$ cat config.mk
export PLATFORM = sky130hd
export DESIGN_NAME = blvds_transmitter
export DESIGN_NICKNAME = d
export VERILOG_FILES = /design/src/rtl/blvds_transmitter.sv
export SDC_FILE = /design/constraint.sdc
export NUM_CORES = 1
export LEC_CHECK = 0
export ABC_AREA = 0
export BUFFER_PORTS_ARGS = -buffer_cell sky130_fd_sc_hd__buf_2
export CORE_MARGIN = 2
export CORE_UTILIZATION = 46
export CTS_BUF_LIST = sky130_fd_sc_hd__clkbuf_16
export CTS_CLUSTER_DIAMETER = 100
export DETAILED_ROUTE_END_ITERATION = 6
export GPL_ROUTABILITY_DRIVEN = 0
export PLACE_DENSITY = 0.64
export SYNTH_ARGS = -nofsm -noshare
export SYNTH_HDL_FRONTEND = slang
export SYNTH_SLANG_ARGS = --single-unit
$ cat constraint.sdc
create_clock -name iCLK -period 5.75 [get_ports iCLK]
set_input_delay 1.15 -clock iCLK [delete_from_list [all_inputs] [get_ports iCLK]]
set_output_delay 1.15 -clock iCLK [all_outputs]
set_load 0.1 [all_outputs]
$ cat src/rtl/blvds_transmitter.sv
// BLVDS frame transmitter: headers, PACK_NUM packets of FIFO data with CRC epilogs, then an idle gap. BLVDS_TX_TEST_PATTERN_EN swaps FIFO data for a per-frame counter.
// Latency: FHEAD1 on the 2nd edge after iSTART; backpressure: none from the link, an empty FIFO inside a packet aborts the frame (underrun).
module blvds_transmitter #(
  parameter int          GAP_LEN   = 128,
  parameter logic [17:0] IDLE_WORD = 18'h3FE00
) (
  input  logic        iCLK,
  input  logic        iRST,
  input  logic        iSTART,
  input  logic [2:0]  iFORMAT,
  input  logic [3:0]  iCHANNELS,
  input  logic [7:0]  iPACK_SIZE,
  input  logic [7:0]  iPACK_NUM,
  input  logic [15:0] iSAMPLE_NUM,
  input  logic [15:0] iFIFO_DATA,
  input  logic        iFIFO_EMPTY,
  output logic        oFIFO_RD,
  output logic [17:0] oDATA_BLVDS,
  output logic        oBUSY,
  output logic        oDONE,
  output logic        oUNDERRUN_ERROR
);

  typedef enum logic [3:0] {
    IDLE, FHEAD1, FHEAD2, PHEAD1, PHEAD2, DATA, PEPI1, PEPI2, FEPI1, FEPI2, GAP
  } state_t;

  localparam logic [7:0] GAP_LAST = 8'(GAP_LEN - 1);

  state_t      state, stateNxt;
  logic [2:0]  format;
  logic [3:0]  channels;
  logic [7:0]  packSize, packNum, packCnt, gapCnt;
  logic [15:0] sampleNum, pSum, fSum, pCrc, fCrc, dataWord;
  logic [16:0] dataCnt;
  logic [1:0]  frameCnt;
  logic [17:0] word;
  logic        accept, lastData, lastPack, gapEnd, dataOk;

  assign accept   = (state == IDLE) && iSTART && (iPACK_NUM != 8'd0);
  assign lastData = (dataCnt == ({1'b0, sampleNum} + 17'd7));
  assign lastPack = ((packCnt + 8'd1) == packNum);
  assign gapEnd   = (gapCnt == GAP_LAST);
  assign pCrc     = ~pSum;
  assign fCrc     = ~fSum;

`ifdef BLVDS_TX_TEST_PATTERN_EN
  logic [15:0] patCnt;
  logic        unusedFifo;
  assign unusedFifo = ^{iFIFO_DATA, iFIFO_EMPTY};
  assign dataWord   = patCnt;
  assign dataOk     = 1'b1;
  assign oFIFO_RD   = 1'b0;

  always_ff @(posedge iCLK or posedge iRST) begin
    if (iRST)                 patCnt <= '0;
    else if (state == FHEAD1) patCnt <= '0;
    else if (state == DATA)   patCnt <= patCnt + 16'd1;
  end
`else
  assign dataWord = iFIFO_DATA;
  assign dataOk   = !iFIFO_EMPTY;
  assign oFIFO_RD = (state == DATA) && !iFIFO_EMPTY;
`endif

  // The state names the word that goes out on the next edge.
  always_comb begin
    stateNxt = state;
    word     = IDLE_WORD;
    case (state)
      IDLE:   if (accept) stateNxt = FHEAD1;
      FHEAD1: begin word = {2'b11, 3'b000, format, frameCnt, packNum};         stateNxt = FHEAD2; end
      FHEAD2: begin word = {2'b11, 3'b001, 1'b0, channels, packSize};          stateNxt = PHEAD1; end
      PHEAD1: begin word = {2'b11, 3'b010, packCnt[4:0], sampleNum[15:8]};     stateNxt = PHEAD2; end
      PHEAD2: begin word = {2'b11, 3'b011, 5'b00000, sampleNum[7:0]};          stateNxt = DATA;   end
      DATA: begin
        if (dataOk) begin
          word = {2'b00, dataWord};
          if (lastData) stateNxt = PEPI1;
        end else begin
          stateNxt = GAP;
        end
      end
      PEPI1:  begin word = {2'b11, 3'b110, 5'b00000, pCrc[15:8]}; stateNxt = PEPI2; end
      PEPI2:  begin word = {2'b11, 3'b111, 5'b00000, pCrc[7:0]};  stateNxt = lastPack ? FEPI1 : PHEAD1; end
      FEPI1:  begin word = {2'b11, 3'b100, 5'b00000, fCrc[15:8]}; stateNxt = FEPI2; end
      FEPI2:  begin word = {2'b11, 3'b101, 5'b00000, fCrc[7:0]};  stateNxt = GAP;   end
      GAP:    if (gapEnd) stateNxt = IDLE;
      default: stateNxt = IDLE;
    endcase
  end

  always_ff @(posedge iCLK or posedge iRST) begin
    if (iRST) begin
      state           <= IDLE;
      oDATA_BLVDS     <= IDLE_WORD;
      oBUSY           <= 1'b0;
      oDONE           <= 1'b0;
      oUNDERRUN_ERROR <= 1'b0;
      format          <= '0;
      channels        <= '0;
      packSize        <= '0;
      packNum         <= '0;
      sampleNum       <= '0;
      frameCnt        <= '0;
      packCnt         <= '0;
      dataCnt         <= '0;
      gapCnt          <= '0;
      pSum            <= '0;
      fSum            <= '0;
    end else begin
      state       <= stateNxt;
      oDATA_BLVDS <= word;
      // First gap cycle of a frame that ended through its epilog, not an underrun.
      oDONE       <= (state == GAP) && (gapCnt == 8'd0) && !oUNDERRUN_ERROR;
      gapCnt      <= (state == GAP) ? gapCnt + 8'd1 : 8'd0;
      if (accept) begin
        format          <= iFORMAT;
        channels        <= iCHANNELS;
        packSize        <= iPACK_SIZE;
        packNum         <= iPACK_NUM;
        sampleNum       <= iSAMPLE_NUM;
        oBUSY           <= 1'b1;
        oUNDERRUN_ERROR <= 1'b0;
      end
      if ((state == GAP) && gapEnd) oBUSY <= 1'b0;
      case (state)
        FHEAD1: begin
          fSum    <= word[15:0];
          packCnt <= '0;
        end
        FHEAD2, PEPI1: fSum <= fSum + word[15:0];
        PHEAD1: begin
          fSum    <= fSum + word[15:0];
          pSum    <= word[15:0];
          dataCnt <= '0;
        end
        PHEAD2: begin
          fSum <= fSum + word[15:0];
          pSum <= pSum + word[15:0];
        end
        DATA: begin
          if (dataOk) begin
            fSum    <= fSum + word[15:0];
            pSum    <= pSum + word[15:0];
            dataCnt <= dataCnt + 17'd1;
          end else begin
            oUNDERRUN_ERROR <= 1'b1;
          end
        end
        PEPI2: begin
          fSum    <= fSum + word[15:0];
          packCnt <= packCnt + 8'd1;
        end
        FEPI2:   frameCnt <= frameCnt + 2'd1;
        default: ;
      endcase
    end
  end

endmodule

==> out/qor.yml <==
status: "completed"
coreArea_mm2: 0.0173
cp_top_family: "compound AO/OA/AOI/OAI gates"
critical_path_class: "register to register"
crit_fanout: 16
synth_largest_area_cell: "dfrtp_1"
grt_overflow_total: 0
track_usage: 0.264
die_width_um: 137
r2r_slack_ps: 800
end_kind: "register"
rr_worst_depth: 16
slowest_stage: "dfrtp_1"
min_to: "fSum[15]"
fin_crit_ps: 4950
setup_tns_ps: 0
tightest_slew_ps: 1100
post_cts_buffers: 0
cts_tree: "done"
drive_gt1_frac: 0.192
post_cts_resized: 0
synthDistinctLibCells: 64
synth_flop_cell: "dfrtp_1"
r2r-start: "state[3]"
drtIter0Drc: 636
antenna_found_initial: 0
hp-class: "register to register"
synth_fp_nets: 987
post-route-drc-count: 0
synthCells: 891
rsz0062_at_grt: "false"
clock_latency_ps: 430
synth_area_mm2: 0.00811
vias: 7113
seq_area_frac_synth: 0.402
synth_top_area_frac: 0.376
cts-root-buf: "clkbuf_16"
final_net_count: 1062
io_pins: 81
dieArea_mm2: 0.0187
cp_num_buf_inv: 2
utilization: 0.540
path_clk_slew_ps: 60
reg2reg_to: "fSum[14]"
crit_required_ps: 6020
wl_mm: 23.7
grt_pass1_wl_mm: 37.3
whs_path_depth: 1
wl_per_cell_um: 19.7
drt-vias-per-instance: 5.91
clock-sinks: 130
drv_slew: 0
stdcell_count: 1204
die_h_um: 137
startpoint_type: "register"
rows: 48
setup_viol: 0
synth_seq_cells: 130
ys_async_sr_fraction: 1.00
yosysWarnings: 0
max_clock_freq_mhz: 202
finClkSkew_ps: 7.32
min_from: "fSum[15]"
start_util: 0.469
dr.pass1.iters: 5
avgSynthCellArea_um2: 9.10
diodes: 0
cap_violations: 0
cp_data_arrival_time_ps: 5220
synth_area_leaders: "dfrtp_1 38%, mux2_2 5.6%, ha_1 5.4%, xnor2_1 4.4%, nor2_1 4.4%"
whs_ps: 487
cts_buffer_depth: 2
grt_pass1_vias: 6793
hold_viol: 0
synth_edf_count: 0
htreeDepth: 4
critical_path.cell_chain: "nor2b_1 -> nand2_1 -> or2_2 -> inv_1 -> a222oi_1 -> nor4b_1 -> inv_1 -> ha_1 -> nor2b_1 -> o21a_1 -> o21ai_0 -> a21oi_1 -> a221o_1 -> a31oi_1 -> xor2_1 -> o31ai_1"
syn_to_final_growth_pct: 15.2
cts_buffers: 17
dp_hpwl_mm: 17.5
grt_max_degree: 95
critPathMaxStageDelay_ps: 690
fin_crit_sh: 0.860
ctsHoldBuffers: 0
io_buffers: 80
postRouteAntennaNets: 0
slew_headroom: 0.263
fill_cells: 1626
dp.cells: 1172
## metal layers
| layer | vias to the layer above | share of wire | GRT usage | routed length (um) |
|---|---|---|---|---|
| li1 | 3364 | - | - | - |
| met1 | 3420 | 0.45 | 0.372 | 10700 |
| met2 | 276 | 0.44 | 0.398 | 10300 |
| met3 | 53 | 0.074 | 0.0533 | 1760 |
| met4 | 0 | 0.036 | 0.109 | 854 |
| met5 | - | 0 | 0 | 0 |
## synthesized netlist by cell type, drive strengths merged (10+ instances only)
cell,number
mux2i,15
o211ai,10
dfrtp,122
xor2,34
nor3,17
o21ai,60
xnor2,41
clkbuf,28
ha,35
a31oi,19
a21o,14
mux2,40
inv,27
a21oi,62
nand2,87
buf,12
nand3,26
nor2b,10
nor2,95
nand4,10
nor4,13
## cell usage in the layout (no fill, tap or decap), types with 8 or more instances in the layout
| cell | n |
|---|---|
| buf_2 | 80 |
| nand3_1 | 24 |
| clkbuf_16 | 17 |
| mux2_2 | 40 |
| xnor2_1 | 41 |
| xor2_1 | 34 |
| nor3_1 | 14 |
| o211ai_1 | 10 |
| buf_4 | 16 |
| mux2i_1 | 15 |
| nor2_1 | 95 |
| nand2_1 | 87 |
| ha_1 | 35 |
| a21oi_1 | 62 |
| dfrtp_1 | 122 |
| o22ai_1 | 9 |
| nor4_1 | 13 |
| nor2b_1 | 10 |
| and3_1 | 9 |
| a21o_1 | 14 |
| inv_1 | 26 |
| a31oi_1 | 19 |
| dfstp_2 | 8 |
| nand4_1 | 10 |
| or3_1 | 8 |
| o21ai_0 | 58 |
## per-stage QoR
step	worst slack, ps	instance area [um2]
after detailed placement	514	8760
after floorplan	1140	8110
after CTS	942	9340
after global routing	435	9340
after global placement	615	8760
final	802	9340
## sequential cells by signal, summed over array words and instances, names as in the netlist
signal,flops
dataCnt,17
oDATA_BLVDS,17
fSum,16
pSum,16
sampleNum,16
gapCnt,8
packCnt,8
packNum,8
packSize,8
channels,4
state,4
format,3
frameCnt,2
oBUSY,1
oDONE,1
oUNDERRUN_ERROR,1
## layout make-up
| class | count | area, um2 | area share |
|---|---|---|---|
| inverter | 30 | 118 | 0.0126 |
| clock buffer | 17 | 425 | 0.0455 |
| sequential | 130 | 3260 | 0.349 |
| clock inverter | 15 | 160 | 0.0171 |
| multi-input combinational | 691 | 4570 | 0.490 |
| tap | 225 | 282 | 0.0301 |
| timing repair buffer | 96 | 520 | 0.0557 |
## how the worst max path moves through the flow
stage	startpoint	to	slack (ps)	cells past startpoint
6_report	state[3]	fSum[14]	800	16
5_1_grt	state[3]	fSum[14]	430	16
4_1_cts	state[3]	fSum[14]	940	16
3_5_place_dp	iFIFO_EMPTY	pSum[15]	510	17
3_3_place_gp	iFIFO_EMPTY	pSum[15]	610	17
2_1_floorplan	iRST	channels[0]	1140	1
## worst reg2reg max path: cells and delay by family, from the launching register on
| kind | cells | cell delay [ps] |
|---|---|---|
| flops | 1 | 690 |
| xor+xnor | 1 | 160 |
| buf+inv | 2 | 410 |
| fa+ha+maj | 1 | 380 |
| compound gates | 7 | 1780 |
| simple gates | 5 | 1370 |
## cell families after synthesis
| family | after synthesis | share of synthesized area |
|---|---|---|
| xor gates and xnor gates | 75 | 0.0810 |
| and+or+nand+nor | 289 | 0.165 |
| adders and majority gates | 37 | 0.0589 |
| buffers and inverters | 70 | 0.0350 |
| muxes | 55 | 0.0741 |
| AOI/OAI and AO/OA | 235 | 0.184 |
| DFF | 130 | 0.402 |
Power is left out: the tool's default activity adds up to more than one toggle a clock period on the data nets, which glitch-free logic cannot reach.
